--- config.mk ---
export PLATFORM = sky130hd
export DESIGN_NAME = csr_trap_seq
export DESIGN_NICKNAME = d
export VERILOG_FILES = /design/src/rtl/csr_trap_seq.sv
export SDC_FILE = /design/constraint.sdc
export NUM_CORES = 1
export LEC_CHECK = 0
export ABC_AREA = 1
export BUFFER_PORTS_ARGS = -buffer_cell sky130_fd_sc_hd__clkbuf_2
export CORE_MARGIN = 2
export CORE_UTILIZATION = 44
export DETAILED_ROUTE_END_ITERATION = 6
export GPL_ROUTABILITY_DRIVEN = 0
export PLACE_DENSITY = 0.77
export RECOVER_POWER = 100
export SLEW_MARGIN = 20
export SYNTH_ARGS = -nofsm -noshare
export SYNTH_HDL_FRONTEND = slang
export SYNTH_SLANG_ARGS = --single-unit
--- constraint.sdc ---
create_clock -name clk -period 4.2 [get_ports clk]
set_clock_uncertainty 0.2 [all_clocks]
set_input_delay 0.63 -clock clk [delete_from_list [all_inputs] [get_ports clk]]
set_output_delay 0.63 -clock clk [all_outputs]
set_load 0.05 [all_outputs]
--- src/rtl/csr_trap_seq.sv ---
// Trap/MRET sequencer and write-port arbiter for the machine-mode CSR file.
// Optional build macro: CSR_TRAP_VECTORED_EN (vectored interrupt targets when mtvec mode is 01).
module csr_trap_seq #(
  parameter int XLEN = 32
) (
  input  logic            clk,
  input  logic            rst,
  input  logic            trap_valid,
  output logic            trap_ready,
  input  logic [XLEN-1:0] trap_cause,
  input  logic [XLEN-1:0] trap_pc,
  input  logic [XLEN-1:0] trap_tval,
  input  logic            mret_valid,
  output logic            mret_ready,
  input  logic            csrreq_valid,
  output logic            csrreq_ready,
  input  logic [XLEN-1:0] mstatus,
  input  logic [XLEN-1:0] mtvec,
  input  logic [XLEN-1:0] mepc,
  output logic            csr_we,
  output logic [11:0]     csr_addr,
  output logic [XLEN-1:0] csr_wdata,
  output logic            redirect_valid,
  output logic [XLEN-1:0] redirect_pc,
  output logic            invalidate,
  output logic            busy
);

  typedef enum logic [2:0] {
    IDLE, T_MEPC, T_MCAUSE, T_MTVAL, T_MSTATUS, R_MSTATUS, REDIRECT
  } state_t;

  state_t state, next_state;

  logic [XLEN-1:0] cause_q, pc_q, tval_q, target_q;
  logic [XLEN-1:0] base, vector, trap_mstatus, ret_mstatus;

  // Masking rather than slicing keeps every mtvec bit referenced in both builds.
  assign base = mtvec & ~{{(XLEN-2){1'b0}}, 2'b11};

`ifdef CSR_TRAP_VECTORED_EN
  always_comb begin
    vector = base;
    if (mtvec[1:0] == 2'b01 && cause_q[XLEN-1])
      vector = base + ({1'b0, cause_q[XLEN-2:0]} << 2);
  end
`else
  assign vector = base;
`endif

  always_comb begin
    trap_mstatus        = mstatus;
    trap_mstatus[7]     = mstatus[3];
    trap_mstatus[3]     = 1'b0;
    trap_mstatus[12:11] = 2'b11;
    ret_mstatus         = mstatus;
    ret_mstatus[3]      = mstatus[7];
    ret_mstatus[7]      = 1'b1;
    ret_mstatus[12:11]  = 2'b11;
  end

  always_ff @(posedge clk or posedge rst) begin
    if (rst) begin
      state    <= IDLE;
      cause_q  <= '0;
      pc_q     <= '0;
      tval_q   <= '0;
      target_q <= '0;
    end else begin
      state <= next_state;
      if (state == IDLE && trap_valid) begin
        cause_q <= trap_cause;
        pc_q    <= trap_pc;
        tval_q  <= trap_tval;
      end else if (state == IDLE && mret_valid) begin
        target_q <= mepc;
      end else if (state == T_MSTATUS) begin
        target_q <= vector;
      end
    end
  end

  // Write-port and redirect outputs decode purely from the registered state.
  always_comb begin
    next_state     = state;
    trap_ready     = 1'b0;
    mret_ready     = 1'b0;
    csrreq_ready   = 1'b0;
    csr_we         = 1'b0;
    csr_addr       = 12'h000;
    csr_wdata      = '0;
    redirect_valid = 1'b0;
    redirect_pc    = '0;
    invalidate     = 1'b0;
    busy           = (state != IDLE);
    case (state)
      IDLE: begin
        if (trap_valid) begin
          trap_ready = 1'b1;
          next_state = T_MEPC;
        end else if (mret_valid) begin
          mret_ready = 1'b1;
          next_state = R_MSTATUS;
        end else begin
          csrreq_ready = csrreq_valid;
        end
      end
      T_MEPC: begin
        csr_we     = 1'b1;
        csr_addr   = 12'h341;
        csr_wdata  = {pc_q[XLEN-1:2], 2'b00};
        next_state = T_MCAUSE;
      end
      T_MCAUSE: begin
        csr_we     = 1'b1;
        csr_addr   = 12'h342;
        csr_wdata  = cause_q;
        next_state = T_MTVAL;
      end
      T_MTVAL: begin
        csr_we     = 1'b1;
        csr_addr   = 12'h343;
        csr_wdata  = tval_q;
        next_state = T_MSTATUS;
      end
      T_MSTATUS: begin
        csr_we     = 1'b1;
        csr_addr   = 12'h300;
        csr_wdata  = trap_mstatus;
        next_state = REDIRECT;
      end
      R_MSTATUS: begin
        csr_we     = 1'b1;
        csr_addr   = 12'h300;
        csr_wdata  = ret_mstatus;
        next_state = REDIRECT;
      end
      REDIRECT: begin
        redirect_valid = 1'b1;
        invalidate     = 1'b1;
        redirect_pc    = target_q;
        next_state     = IDLE;
      end
      default: next_state = IDLE;
    endcase
  end

endmodule

Word level (Yosys, flattened, before mapping)
Cells that the tools add are included.
{"block": "op_classes", "bitwise": 1, "n_eq_ne": 7, "mux": 18, "n_reduce_logical": 8}
{"cell": "32-bit one-hot mux with 5 select lines", "n": 1}
{"cell": "32-bit two-way mux", "n": 3}
{"cell": "10-bit one-hot mux with 4 select lines", "n": 1}
{"cell": "3-bit one-hot mux with 5 select lines", "n": 1}
{"cell": "1-bit two-way mux", "n": 10}
{"cell": "3-bit == test (second input constant)", "n": 3}
{"cell": "3-bit by 2-bit == test with 1-bit output (second input constant)", "n": 2}
{"cell": "3-bit two-way mux", "n": 2}
{"cell": "5-bit OR reduction", "n": 1}
{"cell": "3-bit by 1-bit == test with 1-bit output (second input constant)", "n": 1}
{"cell": "3-bit logical NOT", "n": 1}
{"cell": "3-bit inequality test (second input constant)", "n": 1}
{"cell": "3-bit nonzero test", "n": 1}
{"cell": "1-bit logical AND", "n": 2}
{"cell": "2-bit AND reduction", "n": 1}
{"cell": "2-bit nonzero test", "n": 1}
{"cell": "2-bit OR reduction", "n": 1}
{"cell": "1-bit inverter", "n": 1}
{"block": "totals", "ff_bits": 131, "input_bits": 197, "elab_cells": 39, "output_inout_bits": 83}

Depth between registers and ports, before layout
Gate-level depths: netlist of the first run.
{"block": "logic_depth", "depth_word": 4, "ltp_mapped": 8, "ltp_nobuf": 6}

Least setup slack after synthesis of the first run
OpenSTA, ideal clock, no wires.
{"block": "synth_path", "path_kind": "reg2out", "startpoint": "register state[1]", "endpoint": "output csr_addr[9]", "arrival_time_ns": 2.256, "path_slack_ns": 1.114, "required_time_ns": 3.370, "path_stages_with_launch": 5, "path_buffers": 2, "path_cell_list": "dfrtp_1 -> nor2_4 -> clkbuf_1 -> o21ai_0 -> buf_4"}
{"block": "synth_via", "elab_chain_cells": 3, "word_cells_on_any_way": 7, "cone_classes": "5 x eq/ne; 1 x mux; 1 x reduce/logical"}
{"item": "from (decl)", "line_no": "33", "rtl": "state_t state, next_state;"}
{"item": "from (signal assigned)", "line_no": "70", "rtl": "state <= next_state;"}
{"item": "3-bit == test", "line_no": "96", "rtl": "case (state)"}
{"item": "2-bit OR reduction (no line)"}
{"item": "10-bit one-hot mux with 4 select lines *", "line_no": "96"}
{"item": "to (decl)", "line_no": "21", "rtl": "output logic [11:0] csr_addr,"}
Every way passes the cells marked *; elsewhere a longest branch is shown, timed or not.

Final worst setup path of the first run
{"block": "layout_path", "startpoint": "register state[2]", "endpoint": "output csr_wdata[28]"}
{"block": "layout_via", "elab_chain_cells": 2, "word_cells_on_any_way": 6, "cone_classes": "5 x eq/ne; 1 x mux"}
{"item": "3-bit == test (tied with other cells)", "line_no": "96"}
{"item": "32-bit one-hot mux with 5 select lines *", "line_no": "96"}
{"item": "to (decl)", "line_no": "22", "rtl": "output logic [XLEN-1:0] csr_wdata,"}
Marked as above.

==> run summary, run 1 <==
The logs give 0 for the post-cts repair resize count and 2 for the max-capacitance violation count. The critical path starts at state[2]. Using the TritonRoute via totals, the vias-per-cell ratio works out to 5.01.

The final max-slew violation count came out at 131. Setup repair after global routing left no endpoint under its margin. The part of the total power dissipated in combinational logic is 0.489.

OpenSTA, run right after detailed placement, puts the worst setup slack at 1.27 ns. With fillers left out, the area of the finished cells amounts to 8500 µm². The smallest hold slack was 0.213 ns.

The tools report the final setup violation count as 0. The top-level port count came out at 280. The xor and xnor area share after synthesis was 0; the first-pass GRT wire length was 32200 µm. The region available for standard cell placement spans 14600 µm².

Global routing finished with a remaining overflow of 0. Combinational family with the most area after synthesis: simple AND/OR/NAND/NOR gates. After synthesis, the netlist uses 21 different library cells.

The logs give 0 ns for the sum of negative setup slack and 44 for the floorplan row count. The run gives 19700 µm as the wire length reported by the detailed router. The logs give 1.21 ns for the minimum setup slack among reg-to-reg paths and 1453 for the number of inserted filler cells in the final layout.

The logs give 0 for the post-CTS repair timing setup buffer count and 0.41 ns for the clock latency reported for the late side of the worst-skew pair. The detail route stage leaves a number of antenna-violating nets equal to 0. The count of state elements after synthesis is 129.

The power density over the cells is 842 nW/µm², and the cts-stage hold buffer count is 0. The post-route minimum period is 3.70 ns, and the count of antenna diodes in the layout is 0. The number of buffers and inverters on the critical path is 4.

The logs give 4 for the count of H-tree levels built during CTS and 0.498 ns for the slack of the critical path. The synthesized design spends more area on one cell type than any other, namely dfrtp_1. The post-synthesis to final-layout area growth is 28.0%.

Adder-cell area share of the yosys netlist: 0. The critical path goes through inv_1 -> buf_4 -> nor2_2 -> clkbuf_1 -> nand2_1 -> nand4_1 -> clkbuf_1. The tools report the clock share of power as 0.212. Final hold violation count: 0. By startpoint and endpoint, the worst setup path is classified as reg2out. For the maximum number of pins on one net before global-route repair, the log shows 95.

For the pin with the worst max-slew slack, the measured transition is 2.82 ns. The flow ran to the end, but the final reports show violations. The cell family with the largest share of critical-path delay is buffers and inverters. The synthesized area per cell is 7.17 µm², and the register area share after synthesis is 0.486. The die covers 16100 µm². TritonCTS built the clock tree. The most numerous cell type found on the critical path is clkbuf_1. Derived from the worst setup path, the maximum achievable clock frequency is 0.270 GHz. The cell type of the slowest stage on the worst timing path was clkbuf_1.

CTS buffer count: 17. CTS root buffer: clkbuf_16. For this block, the via count after detailed routing is 6796. The logs give 0 for the initial antenna violation count and 926 for the cell count after synthesis.

At the worst endpoint, the arrival time is 2.87 ns. For this block, the initial DRC count from the detailed router was 355. Kind of launch point of the worst setup path: a flop. The share of power burned in registers was 0.300; the fraction of final layout cells with drive strength greater than 1 was 0.214. The startpoint of the tightest hold check path is trap_cause[8]. The worst vdd rail ir drop is 573 µV. Share of cell area taken by muxes after synthesis: 0. Sort of element at the end of the critical path: an output pin. Power comes to 0.00715 W.

The run gives 13400 µm as the post-detailed-placement half-perimeter wirelength. The reg-to-reg critical path startpoint was state[2]. The global-route usage over all layers was 0.252; the top-area cell type share of the netlist area was 0.486.

The logs give 3.37 ns for the worst endpoint required time and 8010 µm² for the placement-stage cell area. In the post-synthesis netlist, the biggest area contributors are dfrtp_1 (49%), nand2_1 (26%), o21ai_0 (7.0%). Clock-pin transition on the worst setup and hold timing paths: 0.05 ns.

At the end of the flow, the number of nets in the layout was 1359. Initial cell density of the core: 0.453. The share of the synthesized area in compound gates (AO/OA/AOI/OAI) was 0.0786. Dividing the detail-routed wire length by the instance count gives 14.5 µm. The summed instance area of the synthesized netlist came out at 6640 µm². The final reports fail on max-capacitance violations, max-slew violations.

Simple-gate share of the synthesized area: 0.354. The largest single stage delay on the critical path is 0.68 ns. For this design, the sink count on the clock tree is 129. After detailed routing, the number of remaining DRC violations is 0.

In this run the worst hold path is classified as in2reg. The number of global-route vias before repair is 6572. For the headroom to the max-slew limit, the log shows -0.878. The count of buffers added on input and output ports is 266. The final period utilization was 0.881; the internal power was 0.00363 W. The power dissipated by switching net loads is 0.00352 W.

The logs give 4.57 nW for the static leakage and 2 for the number of buffers on the longest clock path. In this run the worst path has a maximum fanout of 36. The switching fraction of total power was 0.492; the height of the chip was 127 µm. The die is 127 µm wide.

The first detailed-routing pass took 5 iterations. For this run, the number of Yosys warnings is 0.
==> cell usage after synthesis (all sizes together) <==
master / number
dfrtp: 129
a21oi: 2
nor3b: 1
nor3: 1
clkbuf: 29
nand4: 60
o21ai: 100
nand3: 8
conb: 1
nor2: 42
inv: 43
o21a: 1
nand2: 464
buf: 45
==> layout by cell type (no fill, tap or decap), types with 2 or more instances in the layout <==
| master | instances |
|---|---|
| nand2_1 | 463 |
| clkbuf_2 | 203 |
| dfrtp_1 | 129 |
| o21ai_0 | 93 |
| clkbuf_1 | 74 |
| nand4_1 | 60 |
| inv_1 | 39 |
| nor2_1 | 39 |
| clkbuf_16 | 17 |
| buf_4 | 15 |
| nand3_1 | 8 |
| o21ai_1 | 7 |
| conb_1 | 7 |
| bufinv_16 | 4 |
| inv_2 | 3 |
| nor2_2 | 2 |
==> layer usage <==
layer | GRT usage | up-vias | wire length, µm
met5 | 0 | - | 0
met4 | 0.118 | 0 | 668
li1 | - | 3389 | -
met1 | 0.320 | 3078 | 8180
met2 | 0.404 | 284 | 9310
met3 | 0.0650 | 45 | 1530
==> path summary, 6_finish.rpt <==
kind,end,depth (start not counted)
max,csr_wdata[28],7
min,cause_q[8],3
max reg2reg,cause_q[23],7
min reg2reg,target_q[27],2
max in group asynchronous,pc_q[7],3
min in group asynchronous,cause_q[13],3
==> power by group through the flow <==
stage | clock, W | sequential, W | combinational, W
after floorplan | 0 | 0.00206 | 0.00277
after global placement | 0 | 0.00213 | 0.00354
after detailed placement | 0 | 0.00215 | 0.00358
after CTS | 0.00154 | 0.00214 | 0.00359
after global routing | 0.00161 | 0.00222 | 0.00384
final | 0.00151 | 0.00214 | 0.00349
==> registers in the layout (all words and copies together), names as in the netlist <==
register,flops
cause_q,32
target_q,32
tval_q,32
pc_q,30
state,3
==> layout make-up <==
class	instances	area, µm²	share of cell area
Multi-Input combinational cell	686	2900	0.341
Inverter	43	163	0.0191
Tap cell	184	230	0.0271
Clock buffer	25	465	0.0548
Sequential cell	129	3230	0.380
Timing Repair Buffer	285	1380	0.162
Clock inverter	5	129	0.0152
==> kinds of logic (layout without fill, tap and decap cells) <==
family,Yosys count,count (layout)
AND/OR/NAND/NOR,576,576
other,1,7
AO/OA/AOI/OAI,103,103
flip-flops,129,129
buffers and inverters,117,358
==> worst reg2reg max path, delay by kind of cell (launching register included) <==
kind / cells / cell delay, ns
flip-flops: 1 / 0.47
buffers and inverters: 3 / 1.23
AND/OR/NAND/NOR: 4 / 1.02
==> per-stage QoR <==
stage / utilization / instances
floorplan: - / 932
global placement: 0.547 / 1327
detailed placement: 0.547 / 1327
CTS: 0.588 / 1357
global route: 0.580 / 1357
finish: 0.580 / 1357
Power figures use the tool's default switching activity.
==> run 2, diff against run 1 <==
--- a/config.mk
+++ b/config.mk
@@ -11,7 +11,7 @@
 export CORE_UTILIZATION = 44
 export DETAILED_ROUTE_END_ITERATION = 6
 export GPL_ROUTABILITY_DRIVEN = 0
-export PLACE_DENSITY = 0.77
+export PLACE_DENSITY = 0.84
 export RECOVER_POWER = 100
 export SLEW_MARGIN = 20
 export SYNTH_ARGS = -nofsm -noshare
==> run 2 against run 1 <==
The flow still finishes with violations (max-capacitance violations, max-slew violations). Design area is 0.56% higher. Combinational power hardly changed. Sequential power hardly changed. Clock-buffer cell count is 4 lower. Largest cell class unchanged. Non-clock buffer count is 5 lower. Routed wire length is 1.7% lower. First-iteration DRC count is 11% higher. Critical path depth is 2 lower.
==> run summary, run 2 (same netlist as run 1, synthesis figures left out) <==
The run gives 0 (unchanged) as the number of routed nets with antenna violations. The count of antenna diodes in the layout was 0 (unchanged); the sink count of the clock tree was 129 (unchanged). The clock latency reported for the late side of the worst-skew pair came out at 0.41 ns (about the same). The buffer and inverter count on the worst path is 3 (-1), and the full die area is 16100 µm² (unchanged). TritonCTS built the clock tree. The root buffer cell chosen for the clock tree is clkbuf_16. The post-cts repair resize count is 0 (unchanged).

The fraction of final layout cells with drive strength greater than 1 is 0.231 (+0.0170), and the final max-slew violation count is 226 (+73%). The height of the chip came out at 127 µm (unchanged). The largest registers in the layout are cause_q: 32 flops, target_q: 32 flops, tval_q: 32 flops.

The headroom to the max-slew limit is -0.460 (+0.418), and the largest stage delay on the critical path is 0.69 ns (about the same). Detailed-route vias per instance: 5.06 (+1.0%). Cell seen most often among critical-path stages: clkbuf_1.

The static leakage is 4.65 nW (+1.7%), and the count of H-tree levels built during CTS is 4 (unchanged). The area growth from synthesis to layout is 28.7%. Walking the worst path, the cells encountered are inv_1 -> nand3_1 -> clkbuf_1 -> nor2_1 -> clkbuf_1. The top cell types in the final layout, fill and taps aside, are nand2_1 (463), clkbuf_2 (225), dfrtp_1 (129). The logs give 2 (unchanged) for the number of buffers on the longest clock path and 0 (unchanged) for the final hold violation count. The tools report the wire length reported by the detailed router as 19400 µm (-1.7%). On the critical path, the stage with the largest delay is an instance of nand3_1. The worst hold path belongs to the class in2reg. The cell family with the largest share of critical-path delay is buffers and inverters. The count of buffers inserted at the top-level ports was 266 (unchanged); the number of global-route vias before repair was 6494 (-1.2%). The run gives 1.18 ns (-0.0902 ns) as the worst slack after detailed placement.

The first-pass detailed-route iteration total is 5 (unchanged). The final period utilization was 0.869 (-0.0126). The endpoint arrival time on the critical path was 2.82 ns (-0.05 ns); the remaining design rule violation count was 0 (unchanged). The count of routing violations after the opening detailed-route iteration came out at 395 (+11%).

For the maximum number of pins on one net before global-route repair, the log shows 95 (unchanged). The run gives 280 (unchanged) as the top-level port count. The worst endpoint required time is 3.37 ns (about the same). The transition time of the tightest slew-check pin is 2.19 ns (-0.627 ns), and the global-route usage over all layers is 0.241 (-0.0108). Sum of negative setup slack: 0 ns (unchanged). The final reports fail on max-capacitance violations, max-slew violations. The most common library cell in the layout ignoring fill and taps is nand2_1.

For the slack of the critical path, the log shows 0.551 ns (+0.0530 ns). The die outline width is 127 µm (unchanged). Setup repair after global routing left no endpoint under its margin. The floorplan row count was 44 (unchanged); the post-detailed-placement half-perimeter wirelength was 13400 µm (+0.33%).

The post-route minimum period came out at 3.65 ns (-0.0530 ns). The power density over the cells was 854 nW/µm² (+1.4%); the wire length per cell after detailed routing was 14.3 µm (-1.4%). The biggest fanout along the worst timing path is 24 (-33%).

The kind of critical path is reg2out. Max-capacitance violation count: 3 (+1). The kind of launch point of the worst setup path was a flop. The first-pass GRT wire length is 31000 µm (-3.6%).

For the worst vdd rail ir drop, the log shows 590 µV (+3.1%). The post-CTS repair timing setup buffer count was 0 (unchanged). The initial cell density of the core is 0.453 (unchanged), and the number of nets in the layout is 1354 (-0.37%).

The final setup violation count is 0 (unchanged), and the number of vias after detailed routing is 6844 (+0.71%). The residual overflow from global routing is 0 (unchanged). The area of the core was 14600 µm² (unchanged); the initial antenna violation count was 1 (+1). The utilization of the core after routing is 0.583 (+0.00325). The flow ran to the end, but the final reports show violations.

The clock-pin transition on the worst setup and hold timing paths works out to 0.06 ns (about the same). The worst setup path is captured at an output pin. Highest clock frequency the design can meet: 0.274 GHz (+1.5%). The CTS buffer count is 17 (unchanged), and the cts-stage hold buffer count is 0 (unchanged).
==> run 2: cell types whose count changed in the layout (fill, tap and decap cells not counted), moves of 3 or more <==
| cell | before | now |
|---|---|---|
| clkbuf_2 | 203 | 225 |
| buf_4 | 15 | 8 |
| clkinv_2 | 0 | 3 |
| clkbuf_1 | 74 | 47 |
==> run 2: worst paths after layout <==
| kind | start | to | slack (ns) | cells past startpoint |
|---|---|---|---|---|
| max | state[0] | redirect_pc[3] | 0.55 | 5 |
| max reg2reg | state[0] | target_q[9] | 0.93 | 7 |
| min | trap_cause[17] | cause_q[17] | 0.21 | 3 |
| min reg2reg | target_q[24] | target_q[24] | 0.28 | 2 |
| min in group asynchronous | rst | target_q[1] | 0.80 | 3 |
| max in group asynchronous | rst | cause_q[7] | 1.69 | 3 |
==> run 2: where the power goes <==
group,internal (W),switching (W),total (W),leakage (nW)
clock network,0.00109,0.000530,0.00162,0.319
logic,0.000832,0.00269,0.00352,2.73
registers,0.00184,0.000306,0.00214,1.60
==> run 2: worst min-delay path, stage by stage <==
cell and delay (ns):
clkbuf_2 0.07, nand2_1 0.04, nand2_1 0.05
==> run 2: through the flow <==
stage / hold WS [ns] / instance area [µm²] / power (W) / instances
floorplan: 0.249 / 6670 / 0.00483 / 932
global placement: 0.261 / 7990 / 0.00565 / 1322
detailed placement: 0.265 / 7990 / 0.00573 / 1322
CTS: 0.168 / 8640 / 0.00737 / 1353
global route: 0.209 / 8540 / 0.00781 / 1353
finish: 0.208 / 8540 / 0.00729 / 1353
==> run 2: routing by layer <==
layer,GRT usage,part of all wire
met5,0,0.00067
met4,0.0995,0.022
met3,0.0616,0.082
met2,0.405,0.49
met1,0.296,0.41
==> run 2: layout make-up <==
class	count	area, µm²
clock buffer	21	470
clock inverter	10	181
fill	1408	6100
inverter	43	163
multi-input combinational	686	2890
sequential	129	3230
tap	184	230
timing repair buffer	280	1380
